## src/rtl/req_gnt_responder.sv

```systemverilog
// req_gnt_responder: request/grant handshake responder.
// An accepted request (cStart & req in IDLE) waits LAT cycles and is then
// granted. The grant is held for at least HOLD cycles and for as long after
// that as req stays high. A req drop while waiting aborts the request. A
// completed grant passes through a one-cycle RELEASE state and bumps a
// saturating grant counter.
// Legal parameter ranges: LAT 2..15, HOLD 1..255.
module req_gnt_responder #(
    parameter int unsigned LAT  = 2,
    parameter int unsigned HOLD = 4
) (
    input  logic       clk,
    input  logic       rst_n,
    input  logic       cStart,
    input  logic       req,
    output logic       gnt,
    output logic       busy,
    output logic       done,
    output logic       abort,
    output logic [7:0] gnt_cnt
);

    typedef enum logic [1:0] {
        S_IDLE    = 2'd0,
        S_WAIT    = 2'd1,
        S_GRANT   = 2'd2,
        S_RELEASE = 2'd3
    } state_t;

    // lat_cnt is loaded with LAT-1 on acceptance and counts down to 0; the
    // grant is taken on the edge where it is already 0, which puts gnt high
    // exactly LAT edges after the accepting edge.
    localparam logic [3:0] LAT_LOAD  = 4'(LAT - 1);
    // hold_cnt reaching 1 on an edge means HOLD grant cycles have elapsed.
    localparam logic [7:0] HOLD_LOAD = 8'(HOLD);

    state_t     state;
    state_t     state_nxt;
    logic [3:0] lat_cnt;
    logic [7:0] hold_cnt;
    logic       gnt_nxt;
    logic       busy_nxt;
    logic       done_nxt;
    logic       abort_nxt;

    // State register with synchronous active-low reset.
    // NOTE: sequential state uses non-blocking (<=) so every register samples
    // pre-edge values; blocking here would create order-dependent races.
    always_ff @(posedge clk) begin
        if (!rst_n) state <= S_IDLE;
        else        state <= state_nxt;
    end

    // Next-state decision from the current state, req and the two counters.
    // NOTE: state_nxt gets a default before the case so no path leaves it
    // unassigned, which would otherwise infer a latch.
    always_comb begin
        state_nxt = state;
        unique case (state)
            S_IDLE:    if (cStart && req) state_nxt = S_WAIT;
            S_WAIT: begin
                if (!req)                state_nxt = S_IDLE;
                else if (lat_cnt == 4'd0) state_nxt = S_GRANT;
            end
            S_GRANT:   if (hold_cnt <= 8'd1 && !req) state_nxt = S_RELEASE;
            S_RELEASE: state_nxt = S_IDLE;
            default:   state_nxt = S_IDLE;
        endcase
    end

    // Next values of the registered outputs, derived from the transition.
    always_comb begin
        gnt_nxt   = (state_nxt == S_GRANT);
        busy_nxt  = (state_nxt != S_IDLE);
        done_nxt  = (state == S_GRANT) && (state_nxt == S_RELEASE);
        abort_nxt = (state == S_WAIT)  && (state_nxt == S_IDLE);
    end

    // Latency / hold down-counters and the saturating completed-grant count.
    // NOTE: every register here is cleared by reset; there is no memory array
    // whose contents could be left unreset.
    always_ff @(posedge clk) begin
        if (!rst_n) begin
            lat_cnt  <= 4'd0;
            hold_cnt <= 8'd0;
            gnt_cnt  <= 8'd0;
        end else begin
            if (state == S_IDLE && state_nxt == S_WAIT)
                lat_cnt <= LAT_LOAD;
            else if (state == S_WAIT && lat_cnt != 4'd0)
                lat_cnt <= lat_cnt - 4'd1;

            if (state != S_GRANT && state_nxt == S_GRANT)
                hold_cnt <= HOLD_LOAD;
            else if (state == S_GRANT && hold_cnt != 8'd0)
                hold_cnt <= hold_cnt - 8'd1;

            if (done_nxt && gnt_cnt != 8'hFF)
                gnt_cnt <= gnt_cnt + 8'd1;
        end
    end

    // Output registers; reset drops gnt with no done/abort pulse.
    always_ff @(posedge clk) begin
        if (!rst_n) begin
            gnt   <= 1'b0;
            busy  <= 1'b0;
            done  <= 1'b0;
            abort <= 1'b0;
        end else begin
            gnt   <= gnt_nxt;
            busy  <= busy_nxt;
            done  <= done_nxt;
            abort <= abort_nxt;
        end
    end

endmodule

```

## config.mk

```make
export PLATFORM = sky130hd
export DESIGN_NAME = req_gnt_responder
export DESIGN_NICKNAME = d
export VERILOG_FILES = /design/src/rtl/req_gnt_responder.sv
export SDC_FILE = /design/constraint.sdc
export NUM_CORES = 1
export LEC_CHECK = 0
export CORE_ASPECT_RATIO = 1.5
export CORE_MARGIN = 2
export CORE_UTILIZATION = 45
export CTS_CLUSTER_DIAMETER = 100
export CTS_CLUSTER_SIZE = 10
export DETAILED_ROUTE_END_ITERATION = 10
export PLACE_DENSITY_LB_ADDON = 0.2
export SLEW_MARGIN = 10
export SYNTH_ARGS = -nofsm -noshare
export SYNTH_HDL_FRONTEND = slang
export SYNTH_SLANG_ARGS = --single-unit
export TNS_END_PERCENT = 1
```

## constraint.sdc

```tcl
create_clock -name clk -period 4.1 [get_ports clk]
set_input_delay 0.82 -clock clk [delete_from_list [all_inputs] [get_ports clk]]
set_output_delay 0.82 -clock clk [all_outputs]
set_load 0.005 [all_outputs]
```

# Word-level counts from Yosys, hierarchy flattened
# Cells that the tools add are included.
[classes]
n_addsub = 3
n_eq_ne = 8
muxes = 9
n_lt_le_gt_ge = 1
n_reduce_logical = 20
n_bitwise = 1
[op_table]
columns = ["cell", "n"]
rows = [
  ["$logic_and A1 B1 Y1", 9],
  ["$add A8 B1 Y8 const B", 1],
  ["$eq A2 B2 Y1 const B", 4],
  ["$le A8 B1 Y1 const B", 1],
  ["$mux W2", 4],
  ["$ne A8 B8 Y1 const B", 1],
  ["$pmux W2 S4", 1],
  ["$reduce_bool A8 Y1", 1],
  ["$sub A8 B1 Y8 const B", 1],
  ["$mux W3", 2],
  ["$reduce_bool A2 Y1", 3],
  ["$eq A2 B1 Y1 const B", 2],
  ["$logic_not A2 Y1", 2],
  ["$logic_not A4 Y1", 1],
  ["$reduce_bool A4 Y1", 1],
  ["$reduce_or A2 Y1", 2],
  ["$sub A4 B1 Y4 const B", 1],
  ["$mux W1", 2],
  ["$ne A2 B2 Y1 const B", 1],
  ["$logic_not A1 Y1", 1],
  ["$not A1 Y1", 1],
]
[word_totals]
elab_cells = 52
in_bits = 4
regBits = 26

# Depth between registers and ports, before layout
# Gate-level depths: netlist of run 1.
[depth]
depth_word = 7
mapped_depth = 7

# Worst setup path before layout of run 1
# OpenSTA, ideal clock, no wires.
[synth_path]
path_kind = "input -> register"
from = "in req"
to = "reg gnt_cnt[6]"
path_slack_ps = 2168
t_arrival_ps = 1817
path_buffers = 0
cell_stages = 4
cell_sequence = "o21ba_2 -> nand4_2 -> or4_1 -> and3_1"
[synth_via]
elab_chain_cells = 7
[synth_lines]
columns = ["item", "line", "rtl"]
rows = [
  ["start: declaration", "15", "input logic req,"],
  ["$logic_not A1 Y1", "65", "S_GRANT: if (hold_cnt <= 8'd1 && !req) state_nxt = S_RELEASE;"],
  ["$logic_and A1 B1 Y1", "65", ""],
  ["$mux W2", "65", ""],
  ["$pmux W2 S4 (*)", "59", "unique case (state)"],
  ["$eq A2 B2 Y1 (*)", "75", "done_nxt = (state == S_GRANT) && (state_nxt == S_RELEASE);"],
  ["$logic_and A1 B1 Y1 (*)", "75", ""],
  ["$logic_and A1 B1 Y1 (*)", "98", "if (done_nxt && gnt_cnt != 8'hFF)"],
  ["end signal: assignment", "99", "gnt_cnt <= gnt_cnt + 8'd1;"],
  ["end: declaration", "20", "output logic [7:0] gnt_cnt"],
]
# Mark *: on every way between the ends. The rest lies on a longest branch, timed or not.
# A chain may end at the register's enable or synchronous reset.

# Final worst setup path of run 1
# Ends and elaborated chain as after synthesis.

==> results.md, run 1 <==
- Setup violators final: 0
- Clk sinks: 26
- Hpwl dp: between 1500 and 2000 um
- Post-Layout Cell Count: 193
- Hold-fix buffers, CTS: 0
- GRT busiest layer: met2
- Initial antenna violation count: 0
- Antenna diode count: 0
- Fmax: 417 MHz
- Final #Nets: 166
- Cell area after layout: 1510 um2
- CP Capture Type: flip-flop
- Synth Register Bits: 26
- Multi-input gate area: around 680 um2
- Maxcap violations: 0
- Critical path arrival: 2.57 ns
- Syn Inst Count: 140
- CTS max path bufs: 2
- Synthesized cell area: about 1300 um2
- Filler cell count: 268
- Max IR drop VDD: 0.225 mV
- Dpl cells: approximately 190
- Req. time, crit path: 4.27 ns
- Clock Latency Late Sink: 0.27 ns
- Die area: 3230 um2
- Total negative slack: 0 ns
- Critical path class: in -> reg
- Synth area leader: dfxtp_1
- Buf/Inv on CP: 1
- Met1 usage: 19.4%
- Fin. max-slew vios: 0
- Drt initial violations: 24
- R2R depth: 4
- TritonCTS buffer count: 3
- Worst setup margin: approximately 1.7 ns
- Max-slew headroom: 35.5%
- Hold Path Cell Cnt: 2
- Area of the core: between 2000 and 3000 um2
- Status: finished clean
- Post-Synth Adder-Cell Area: 5.00%
- DIE HEIGHT: 68.6 um
- Final period util: 58.6%
- CTS resizes: 0
- Top-area cell type share of the netlist area: about two fifths
- Main combinational cell family by area after synthesis: simple AND/OR/NAND/NOR gates
- Post-synthesis mux area share: 0%
- Final critical-path required period: 2.40 ns
- Syn-to-layout area delta: 20.4%
- LEAKAGE: 0.522 nW
- Post-Synth XOR/XNOR Area: ~4.2%
- Layout cells sized above 1: 7.69%
- WHS: about 0.50 ns
- Crit Path Max Fanout: 15
- Crit-path cells: clkdlybuf4s50_1, o21ba_2, nand4_2, or4_1, and3_1
- Detail Route Antenna Nets: 0
- Post-DR wirelength/cell: 12.5 um
- Avg Cell Area, Syn: 8.94 um2
- Slowest stage delay, CP: approximately 0.55 ns
- Clock Pin Slew Worst Setup and Hold Paths: 0.09 ns
- Overall Global Routing Usage: about 18%
- M3 GR Usage: approximately 2.9%
- Crit path launch type: primary input
- CTS tree: done
- Simple-gate share of the synthesized area: between 20% and 30%
- Number of top-level pins: 16
- Worst-Margin Slew: 0.960 ns
- GR Util met2: 32.0%
- RSZ-0062 raised after global routing: no
- Largest delay contributor family on the critical path: simple AND/OR/NAND/NOR gates
- Synth Area in Compound Gates: 16.4%
- Drt pass-1 iters: 4
- # rows: 23
- Area contributors post-synth: dfxtp_1 (42%), a21oi_1 (5.6%), ha_1 (5.0%)
- DRC viols: 0
- Largest net degree at the start of global routing: 16
- Vias/cell: 5.49
- # H-tree levels: 1
- PD cells: 340 nW/um2
- Buffers on Ports: 15
- Die X: 47.1 um
- First-pass GRT wire length: 4180 um
- Vias in the first global route: ~1000
- Yosys cell types: 39
- Routability cong.: 0.724
- Reg2reg setup slack: 2.14 ns
- GRT Residual Overflow: 0
- Total number of yosys warnings: 0
- Hold Vio Cnt, Final: 0
- PnR Total Power: 0.512 mW
- Post-Syn Nets: between 100 and 150
- Sequential area share after synthesis: 41.6%
- DR vias: 1059
- Root Buffer: clkbuf_8
- Worst Clk Skew: approximately 0.0019 ns
- Register area: 520 um2
- Setup Fix Bufs, Post-CTS: 0
- Placed inst area: around 1400 um2
- Final Core Density: roughly 57%
- Crit-path slowest cell: or4_1
- HP Class: reg -> reg
- Critical Path Stages: 5
- Total wire length: 2420 um
- Worst slack, placed: 1.41 ns
- Initial core utilization: 47.3%
-- per-layer routing --
layer	routed length (um)	up-vias
met3	52	4
li1	-	543
met5	0	-
met2	1300	14
met1	1030	498
met4	31	0
-- cell families after synthesis --
group,after synthesis
flip-flops,26
adder cells (fa/ha/maj),5
XOR/XNOR,6
buffers and inverters,13
AO/OA/AOI/OAI,33
AND/OR/NAND/NOR,57
-- cell usage after synthesis --
library cell,instances
dfxtp_1,26
a21oi_1,14
inv_1,10
nor2_1,10
nand2_1,6
nand3_1,6
or4_1,6
ha_1,5
o21ai_0,5
a211oi_1,4
nand3b_1,4
o31ai_1,4
or3_1,4
xnor2_1,4
nor3_1,3
nor3b_1,3
clkbuf_1,2
nor2b_1,2
xor2_1,2
a21bo_2,1
a21o_1,1
a31o_2,1
and2_1,1
and3_1,1
and4_1,1
and4_2,1
buf_2,1
nand2b_1,1
nand4_1,1
nand4_2,1
nor4_1,1
nor4_4,1
o21ai_1,1
o21ba_2,1
o41ai_1,1
or2_2,1
or3b_2,1
or4b_1,1
or4bb_1,1
-- final cells by class --
class | instances | share of cell area, %
Clock buffer | 3 | 2.74
Multi-Input combinational cell | 101 | 45.2
Sequential cell | 26 | 34.6
Tap cell | 37 | 3.07
Timing Repair Buffer | 15 | 9.97
Clock inverter | 1 | 1.99
Inverter | 10 | 2.49
-- placed cells by master, fill, tap and decap left out, drive strengths merged, types with 2 or more instances in the layout --
cell | netlist | layout
xor2 | 2 | 2
nor2 | 10 | 10
clkdlybuf4s50 | 0 | 15
nand3 | 6 | 6
o31ai | 4 | 4
nor3b | 3 | 3
nand4 | 2 | 2
or4 | 6 | 6
inv | 10 | 10
xnor2 | 4 | 4
clkbuf | 2 | 3
nand2 | 6 | 6
ha | 5 | 5
or3 | 4 | 4
nor2b | 2 | 2
a211oi | 4 | 4
nor4 | 2 | 2
dfxtp | 26 | 26
a21oi | 14 | 14
nor3 | 3 | 3
and4 | 2 | 2
o21ai | 6 | 6
nand3b | 4 | 4
-- flip-flops by register name (all words and copies together) (netlist names) --
name and cells:
done 1, abort 1, lat_cnt 4, state 2, hold_cnt 8, gnt_cnt 8, gnt 1, busy 1
-- worst paths after layout --
kind                            start                 endpoint
max reg2reg  hold_cnt[3]$_SDFFE_PP0P_  gnt_cnt[6]$_SDFFE_PN0P_
min reg2reg   gnt_cnt[5]$_SDFFE_PN0P_  gnt_cnt[5]$_SDFFE_PN0P_
min           gnt_cnt[5]$_SDFFE_PN0P_  gnt_cnt[5]$_SDFFE_PN0P_
max                               req  gnt_cnt[6]$_SDFFE_PN0P_
-- worst min-delay path: cells and delay by family, from the launching register on --
| family | cells | cell delay, ns |
|---|---|---|
| AO/OA/AOI/OAI | 2 | 0.12 |
| flip-flops | 1 | 0.34 |
-- where the power goes --
group	switching, mW	leakage [nW]	internal, mW
registers	0.00501	0.210	0.258
logic	0.0198	0.276	0.0179
clock network	0.0813	0.0357	0.131
Power figures use the tool's default switching activity.
==> run 2, diff against run 1 <==
Clock period 4.1 ns to 1.93 ns, I/O delays scaled along.
==> results.md, run 2 (same netlist as run 1, synthesis figures left out) <==
- Status: finished clean
- Post-DR wirelength/cell: between 10 and 15 um
- Die X: 47.1 um
- Hpwl dp: 1920 um
- TritonCTS buffer count: 3
- Overall Global Routing Usage: 18.7%
- Die area: 3230 um2
- Fin. max-slew vios: 0
- DR vias: 1114
- Hold Vio Cnt, Final: 0
- Crit path launch type: flip-flop
- Maxcap violations: 0
- Detail Route Antenna Nets: 0
- Worst-Margin Slew: 0.550 ns
- Worst Clk Skew: 0.00111 ns
- Clk sinks: 26
- HP Class: reg -> reg
- CP Capture Type: flip-flop
- LEAKAGE: 0.539 nW
- Crit Path Max Fanout: 9
- Final #Nets: 173
- Req. time, crit path: 2.13 ns
- Number of top-level pins: 16
- Initial antenna violation count: 0
- Final Core Density: 59.3%
- Most frequent cells in the layout: dfxtp_1 (26), clkdlybuf4s50_1 (15), a21oi_1 (14)
- Max-slew headroom: between 60% and 70%
- Syn-to-layout area delta: 25.5%
- Top flop regs: gnt_cnt x8, hold_cnt x8, lat_cnt x4
- Setup violators final: 0
- Drt initial violations: 12
- Fmax: 558 MHz
- Root Buffer: clkbuf_8
- DIE HEIGHT: between 60 and 70 um
- Area of the core: 2650 um2
- Setup Fix Bufs, Post-CTS: 0
- Vias/cell: 5.57
- Routability cong.: approximately 0.76
- Clock Latency Late Sink: 0.27 ns
- # H-tree levels: 1
- GRT Residual Overflow: 0
- Largest net degree at the start of global routing: 16
- Drt pass-1 iters: 4
- Layout cells sized above 1: between 10% and 20%
- Initial core utilization: 47.3%
- PD cells: 695 nW/um2
- CTS tree: done
- RSZ-0062 raised after global routing: no
- First-pass GRT wire length: between 4000 and 5000 um
- Final critical-path required period: 1.79 ns
- Vias in the first global route: between 1000 and 1500
- Commonest non-fill, non-tap cell in the layout: dfxtp_1
- # rows: 23
- Critical path arrival: around 2.0 ns
- Clock Pin Slew Worst Setup and Hold Paths: 0.09 ns
- Final period util: 92.8%
- Max IR drop VDD: approximately 0.43 mV
- WHS: between 0.5 and 0.6 ns
- CTS max path bufs: 2
- Buffers on Ports: 15
- Critical path class: reg -> reg
- Antenna diode count: 0
- Total wire length: roughly 2600 um
- DRC viols: 0
run 2: changes by cell type in the layout (fill, tap and decap cells not counted), sizes merged:
cell | previous run | this run
buf | 0 | 7
run 2: worst max-delay path, cell delays in order, from the launching register on:
cell and delay, ns:
dfxtp_1 0.35, inv_1 0.10, ha_2 0.22, o21ba_2 0.19, nand4_4 0.15, or4_1 0.54, a21oi_1 0.17
run 2: area by class of cell:
cell class | instances | area (um2)
fill | 254 | 1080
clock buffer | 3 | 41.3
sequential | 26 | 520
timing repair buffer | 22 | 203
tap | 37 | 46.3
inverter | 10 | 37.5
multi-input combinational | 101 | 692
clock inverter | 1 | 30.0
run 2: final timing paths:
path	from	end	slack, ns	cells past startpoint
hold / removal	gnt_cnt[5]$_SDFFE_PN0P_	gnt_cnt[5]$_SDFFE_PN0P_	0.50	2
hold reg to reg	gnt_cnt[5]$_SDFFE_PN0P_	gnt_cnt[5]$_SDFFE_PN0P_	0.50	2
setup reg to reg	hold_cnt[0]$_SDFFE_PP0P_	gnt_cnt[3]$_SDFFE_PN0P_	0.14	6
setup / recovery	hold_cnt[0]$_SDFFE_PP0P_	gnt_cnt[3]$_SDFFE_PN0P_	0.14	6
run 2: metrics by stage:
| stage | worst slack [ns] | instances | cell area [um2] | TNS [ns] | power [mW] |
|---|---|---|---|---|---|
| 6_report | 0.138 | 200 | 1570 | 0 | 1.09 |
| 5_1_grt | 0.000432 | 200 | 1570 | 0 | 1.13 |
| 4_1_cts | 0.0495 | 200 | 1560 | 0 | 1.10 |
| 3_5_place_dp | -0.137 | 196 | 1490 | -0.604 | 0.657 |
| 3_3_place_gp | -0.105 | 196 | 1490 | -0.363 | 0.655 |
| 2_1_floorplan | 0.288 | 140 | 1250 | 0 | 0.621 |
run 2: what timing repair did:
item                       4_1_cts  5_1_grt
resized for setup                0        2
setup endpoints to repair        0        6
hold buffers                     0        0
run 2: power by group:
group,internal [mW],leakage (nW),total [mW],switching (mW)
logic,0.0447,0.293,0.0890,0.0443
clock network,0.277,0.0357,0.444,0.167
registers,0.547,0.210,0.558,0.0108
total,0.869,0.539,1.09,0.222
run 2: per-layer routing:
metal	global-route usage (%)	vias up	wire length, um
li1	-	556	-
met1	20.2	525	1020
met2	32.2	23	1370
met3	2.60	10	77
met4	12.8	0	88
met5	0	-	0
==> run 3, diff against run 2 <==
Settings changed: PLACE_DENSITY from default to 0.74, PLACE_DENSITY_LB_ADDON 0.2 to default.
==> results.md, run 3 (same netlist as run 1, synthesis figures left out) <==
- Vias/cell: approximately 5.5
- Drt initial violations: 12
- Crit-path cells: inv_1, ha_1, o21ba_2, nand4_4, or4_1, and3_1
- Buffers on Ports: 15
- Max layer used: met4
- Max IR drop VDD: 0.452 mV
- First-pass GRT wire length: 4620 um
- Top flop regs: gnt_cnt x8, hold_cnt x8, lat_cnt x4
- Detail Route Antenna Nets: 0
- Placed inst area: approximately 1500 um2
- Switching power share of the total: 22.5%
- Worst setup margin: roughly 0.16 ns
- Status: finished clean
- CP Capture Type: flip-flop
- Drt pass-1 iters: 4
- Clk network pwr share: 31.5%
- Critical path class: reg -> reg
- Slowest stage delay, CP: ~0.5 ns
- Area of the core: ~2600 um2
- # H-tree levels: 1
- CTS tree: done
- Final period util: between 90% and 100%
- Setup violators final: 0
- Root Buffer: clkbuf_8
- Overall Global Routing Usage: between 10% and 20%
- LEAKAGE: about 0.53 nW
- Req. time, crit path: 2.09 ns
- Initial core utilization: 47.3%
- Worst-Margin Slew: 0.547 ns
- Commonest non-fill, non-tap cell in the layout: dfxtp_1
- Final critical-path required period: around 1.8 ns
- Crit path launch type: flip-flop
- HP Class: reg -> reg
- DRC viols: 0
- DR WL met3: 74 um
- DR vias: around 1100
- Fmax: 564 MHz
- Critical path arrival: 1.94 ns
- Flop pwr share: 59.2%
- M1 wire length: 1030 um
- Switching power: 0.211 mW
- Final Core Density: around 58%
- Total negative slack: 0 ns
- Max-slew headroom: 63.6%
- TritonCTS buffer count: 3
- Total wire length: roughly 2500 um
- Final #Nets: 173
- Filler cell count: 245
- Post-DR wirelength/cell: 12.6 um
- Most frequent cells in the layout: dfxtp_1 (26), clkdlybuf4s50_1 (15), a21oi_1 (14)
- Setup Fix Bufs, Post-CTS: 0
- Number of top-level pins: 16
- Dpl cells: 196
- PnR Total Power: 0.941 mW
- Cell area after layout: 1540 um2
- Multi-input gate area: 689 um2
- Comb power frac: 9.3%
- PD cells: just over 600 nW/um2
- Maxcap violations: 0
- RSZ-0062 raised after global routing: no
- Int Pwr: 0.730 mW
- DIE HEIGHT: 68.6 um
- Hpwl dp: 2020 um
- Routability cong.: 0.864
- Crit Path Max Fanout: 9
- WHS: between 0.5 and 0.6 ns
- Largest net degree at the start of global routing: 14
- Clk sinks: 26
- # rows: 23
- Syn-to-layout area delta: 22.9%
- Initial antenna violation count: 0
- Hold Vio Cnt, Final: 0
- Register area: 520 um2
- Fin. max-slew vios: 0
- Die X: 47.1 um
- Clock Pin Slew Worst Setup and Hold Paths: 0.08 ns
- Wire length on met2: 1370 um
- Layout cells sized above 1: 11.1%
- Antenna diode count: 0
- Worst Clk Skew: 0.00474 ns
- CTS max path bufs: 2
- Die area: 3230 um2
- GRT Residual Overflow: 0
- Clock Latency Late Sink: 0.26 ns
- Vias in the first global route: 1089
- Crit-path slowest cell: or4_1
- Worst slack, placed: -0.165 ns
- Post-Layout Cell Count: 199
==> run 3: critical path: cells and delay by family (launching register included) <==
kind                     cells  cell delay, ns
AO/OA/AOI/OAI                1            0.19
adder cells (fa/ha/maj)      1            0.18
buffers and inverters        1            0.11
flip-flops                   1            0.35
AND/OR/NAND/NOR              3            0.84
==> run 3: power groups by stage <==
| stage | combinational (mW) | clock, mW | sequential (mW) |
|---|---|---|---|
| 2_1_floorplan | 0.0528 | 0 | 0.568 |
| 3_3_place_gp | 0.0832 | 0 | 0.569 |
| 3_5_place_dp | 0.0866 | 0 | 0.570 |
| 4_1_cts | 0.0873 | 0.305 | 0.558 |
| 5_1_grt | 0.0980 | 0.335 | 0.559 |
| 6_report | 0.0877 | 0.296 | 0.558 |
==> run 3: final timing paths <==
path / startpoint / to / slack (ns) / cells after the start
worst min register to register: gnt_cnt[5]$_SDFFE_PN0P_ / gnt_cnt[5]$_SDFFE_PN0P_ / 0.51 / 2
worst max-delay path: hold_cnt[0]$_SDFFE_PP0P_ / gnt_cnt[6]$_SDFFE_PN0P_ / 0.16 / 6
worst max register to register: hold_cnt[0]$_SDFFE_PP0P_ / gnt_cnt[6]$_SDFFE_PN0P_ / 0.16 / 6
worst min-delay path: gnt_cnt[5]$_SDFFE_PN0P_ / gnt_cnt[5]$_SDFFE_PN0P_ / 0.51 / 2
==> run 3: timing repair <==
action,4_1_cts,5_1_grt
gates resized for setup,0,1
hold buffers,0,0
setup endpoints to repair,0,3
==> run 3: cell type report <==
type	count	area share, %
clock buffer	3	2.69
inverter	10	2.44
multi-input combinational	101	44.8
sequential	26	33.8
tap	37	3.01
timing repair buffer	22	13.2
==> run 3: layer usage <==
layer / track usage, % / vias up
li1: - / 558
met1: 22.1 / 511
met2: 35.1 / 16
met3: 2.34 / 2
met4: 8.33 / 0
met5: 0 / -
